[src/rtl/rr_arb_pkg.sv]
// Shared types and constants for the 4-way round-robin output arbiter.
package rr_arb_pkg;

  localparam int NREQ = 4;

  typedef logic [1:0] req_idx_t;

  typedef enum logic {IDLE, BUSY} arb_state_t;

endpackage

[src/rtl/rr_pick4.sv]
// Combinational round-robin pick: first requester after ptr, wrapping, ptr itself last.
module rr_pick4
  import rr_arb_pkg::*;
(
  input  logic [3:0] req,
  input  logic [1:0] ptr,
  output logic       found,
  output logic [1:0] idx
);

  // Scan lowest priority first so the highest-priority hit is the final assignment.
  always_comb begin
    req_idx_t cand;
    found = 1'b0;
    idx   = ptr;
    cand  = ptr;
    for (int k = 4; k >= 1; k--) begin
      cand = ptr + req_idx_t'(k);
      if (req[cand]) begin
        found = 1'b1;
        idx   = cand;
      end
    end
  end

endmodule

[src/rtl/rr_mux4_arbiter.sv]
// Round-robin arbiter sharing one registered valid/ready output among 4 requesters.
module rr_mux4_arbiter
  import rr_arb_pkg::*;
#(
  parameter int WIDTH = 8,
  parameter int NREQ  = 4
) (
  input  logic                  clk,
  input  logic                  rst_n,
  input  logic [3:0]            req,
  input  logic [NREQ*WIDTH-1:0] d,
  output logic [3:0]            ack,
  output logic                  out_valid,
  input  logic                  out_ready,
  output logic [WIDTH-1:0]      out_data,
  output logic [1:0]            out_sel,
  output logic                  busy
);

  if (NREQ != rr_arb_pkg::NREQ) begin : g_bad_nreq
    $error("rr_mux4_arbiter supports exactly 4 requesters");
  end

  arb_state_t       state_q, state_d;
  req_idx_t         ptr_q, sel_q, pick_ptr, pick_idx;
  logic             pick_found, xfer, load;
  logic [WIDTH-1:0] data_q, pick_data;

  assign out_valid = (state_q == BUSY);
  assign busy      = (state_q == BUSY);
  assign xfer      = out_valid & out_ready;
  assign out_data  = data_q;
  assign out_sel   = sel_q;

  // On a transfer the rotation restarts just after the owner being released.
  assign pick_ptr = (state_q == BUSY) ? sel_q : ptr_q;

  rr_pick4 u_pick (
    .req   (req),
    .ptr   (pick_ptr),
    .found (pick_found),
    .idx   (pick_idx)
  );

  always_comb begin
    pick_data = '0;
    for (int i = 0; i < NREQ; i++) begin
      if (pick_idx == req_idx_t'(i)) pick_data = d[i*WIDTH +: WIDTH];
    end
  end

  always_comb begin
    state_d = state_q;
    load    = 1'b0;
    case (state_q)
      IDLE: begin
        if (pick_found) begin
          state_d = BUSY;
          load    = 1'b1;
        end
      end
      BUSY: begin
        if (xfer) begin
          if (pick_found) load = 1'b1;
          else            state_d = IDLE;
        end
      end
      default: state_d = IDLE;
    endcase
  end

  always_ff @(posedge clk or negedge rst_n) begin
    if (!rst_n) begin
      state_q <= IDLE;
      ptr_q   <= 2'd3;
      sel_q   <= '0;
      data_q  <= '0;
    end else begin
      state_q <= state_d;
      if (xfer) ptr_q <= sel_q;
      if (load) begin
        sel_q  <= pick_idx;
        data_q <= pick_data;
      end
    end
  end

  always_comb begin
    ack = '0;
    if (xfer) ack[sel_q] = 1'b1;
  end

endmodule
[config.mk]
export PLATFORM = sky130hd
export DESIGN_NAME = rr_mux4_arbiter
export DESIGN_NICKNAME = d
export VERILOG_FILES = /design/src/rtl/rr_arb_pkg.sv /design/src/rtl/rr_pick4.sv /design/src/rtl/rr_mux4_arbiter.sv
export SDC_FILE = /design/constraint.sdc
export NUM_CORES = 1
export LEC_CHECK = 0
export ABC_CLOCK_PERIOD_IN_PS = 2270
export BUFFER_PORTS_ARGS = -buffer_cell sky130_fd_sc_hd__buf_2
export CORE_ASPECT_RATIO = 1.2
export CORE_UTILIZATION = 44
export DETAILED_ROUTE_END_ITERATION = 7
export GPL_TIMING_DRIVEN = 0
export PLACE_DENSITY_LB_ADDON = 0.2
export SETUP_SLACK_MARGIN = 0.3
export SYNTH_ARGS = -nofsm -noshare
export SYNTH_HDL_FRONTEND = slang
export SYNTH_SLANG_ARGS = --single-unit
[constraint.sdc]
create_clock -name clk -period 2.27 [get_ports clk]
set_input_delay 0.454 -clock clk [delete_from_list [all_inputs] [get_ports clk]]
set_output_delay 0.454 -clock clk [all_outputs]
set_load 0.02 [all_outputs]
==> results.md <==
- CTS Buf Count: 3
- CP Launch Type: register
- Cells after synthesis: 121
- IO Count: 55
- CTS sink count: 13
- Synthesis-to-layout area growth: 46.4%
- Synth top area share: 26.8%
- Post-synth top flop: dfrtp_1
- Antenna viol nets, final: 0
- Htree depth: 1
- FF+latch count, synth: 13
- Gr ovfl total: 0
- Worst-margin pin slew: 0.437 ns
- Synth Warn #: 0
- Post-Synth Simple-Gate Area: 35.3%
- Status: complete, no violations
- Compound-Gate Fraction of Synth Area: 21.2%
- DRC Markers: 0
- Top cells by area, synth: dfrtp_1 27%, nand4_1 8.5%, and3_1 6.1%
- Layout cell share with drive strength beyond 1: 50.8%
- Mux share of post-synthesis cell area: 4.51%
- Final Hold Viols: 0
- Yosys cell types: 40
- Root buffer cell: clkbuf_4
- Nets: 221
- Final Max Slew Viols: 0
- XOR/XNOR Fraction of Synth Area: 0%
- WS Path Type: register to register
- Global-route usage over all layers: 28.9%
- Post-synth EDFFs: 0
- Hold crit path type: input port to asynchronous set/reset pin
- First-pass GRT wire length: 5310 um
- Die area: 2530 um2
- Critical Path End Type: register
- Worst vdd ir: 560 uV
- Setup TNS: 0 ns
- Syn avg cell area: 8.49 um2
- Worst EP arrival: 2.12 ns
- Port bufs: 54
- Post-DP HPWL: 2350 um
- Hold Slack: 0.0393 ns
- Syn_nets: 160
- Clk_skew: 0.000460 ns
- Site row count: 18
- Period utilization: 85.4%
- Wire per inst: 16.1 um
- Placer Congestion: 0.793
- Iter 0 DRT Violations: 35
- Starting Density: 48.0%
- Clk_lat worst skew: 0.29 ns
- Die height: 54.9 um
- Initial antenna violation count: 0
- Post-synth ARST share: 100%
- Power per cell area: 877 nW/um2
- Vias in the first global route: 1223
- Antenna cells: 0
- Largest net degree at the start of global routing: 14
- Critical Path RT: 2.45 ns
- Max-cap violation count: 0
- Fmax achieved: 516 MHz
- Slew headroom: 70.9%
- Worst-path fanout max: 10
- Main combinational cell family by area after synthesis: simple AND/OR/NAND/NOR gates
- WL final: 3390 um
- Hold Buf Count CTS: 0
- Synth area leader: dfrtp_1
- Die width: 46.1 um
- Via density per instance: 5.95
- Cell Area, Synth: 1030 um2
- Reg clk slew, reported paths: 0.09 ns
- Endpoints failing setup: 0
- RSZ-0062 raised after global routing: yes
- Via count: 1256
- CTS tree: done
- Seq/Total Area, Yosys: 31.9%
- Fraction of the mapped netlist area in adder cells: 0%
- Core area: 2140 um2
- Fillers: 177
- Tmin final: 1.94 ns
- Static leakage: 0.724 nW
- Max Root-Sink Buffers: 2
- Initial DRT Pass Iterations: 4
## cell usage after synthesis (all sizes together) (2+ instances only)
cell type  instances
a2bb2oi            2
a32oi              7
and2               2
and3              10
buf                5
clkbuf             7
dfrtp             11
dfstp              2
inv                2
mux2               2
mux2i              2
nand2             17
nand3              4
nand4             14
nor2               7
nor3               3
o2111ai            7
o21ai              2
or2                2
## logic make-up (layout without fill, tap and decap cells)
group / after synthesis / in the layout
AND/OR/NAND/NOR: 64 / 64
multiplexers: 4 / 4
AO/OA/AOI/OAI: 26 / 26
buffers and inverters: 14 / 74
flip-flops: 13 / 13
## report_power, final
| group | total (W) | internal, W | switching (W) |
|---|---|---|---|
| combinational | 0.000771 | 0.000316 | 0.000455 |
| clock | 0.000157 | 0.0000656 | 0.0000912 |
| sequential | 0.000391 | 0.000324 | 0.0000673 |
| total | 0.00132 | 0.000706 | 0.000613 |
## registers in the layout, summed over array words and instances, names as in the netlist
signal,count
out_sel,2
busy,1
out_data,8
ptr_q,2
## metrics by stage
stage	power, W	cell area, um2	util [%]	setup slack [ns]	std cells
2_1_floorplan	0.000809	1030	-	0.320	121
3_3_place_gp	0.00101	1340	62.5	0.134	205
3_5_place_dp	0.00103	1340	62.5	0.111	205
4_1_cts	0.00121	1400	65.2	0.311	211
5_1_grt	0.00140	1500	70.3	0.258	211
6_report	0.00132	1500	70.3	0.332	211
## what timing repair did
action	4_1_cts	5_1_grt
setup buffers	2	0
pin swaps	1	1
cloned	0	0
resized for setup	8	29
endpoints found under the setup margin	9	8
## worst max-delay path: stages, from the launching register on
cell	delay (ns)
dfrtp_2	0.42
buf_6	0.15
mux2_4	0.24
nand2_1	0.06
and3_1	0.17
buf_2	0.18
a32o_1	0.26
a221o_1	0.33
## cells in the final DEF (no fill, tap or decap), drive strengths merged, types with 3 or more instances in the layout
cell type / netlist / routed
nor2: 7 / 7
and3: 10 / 10
nand4: 14 / 14
nand2: 17 / 17
nand3: 4 / 4
o2111ai: 7 / 7
buf: 5 / 63
dfrtp: 11 / 11
a32oi: 7 / 7
clkbuf: 7 / 8
nor3: 3 / 3
## cell type report
cell class              instances  area, um2  area share [%]
inverters                       2       7.51           0.499
clock buffers                   3       22.5            1.50
well taps                      30       37.5            2.50
plain buffers                  12       90.1            5.99
clock inverters                 1       5.00           0.333
flip-flops and latches         13        329            21.9
repair buffers                 56        285            19.0
multi-input cells              94        727            48.3
## worst paths after layout
kind                        startpoint           to  slack, ns  cells after the start
hold / removal                   rst_n  out_data[5]       0.04                      1
setup reg to reg                  busy  out_data[6]       0.33                      7
setup / recovery                  busy  out_data[6]       0.33                      7
min in group clk                 d[14]  out_data[6]       0.39                      2
hold reg to reg            out_data[5]  out_data[5]       0.49                      2
max in group asynchronous        rst_n     ptr_q[1]       1.94                      1
## per-layer routing
layer / GRT usage, % / wire length, um
met4: 12.7 / 90
met1: 35.2 / 1360
met5: 0 / 0
met3: 2.27 / 126
met2: 51.4 / 1820
Note: power is estimated with default switching activity, not from simulation.
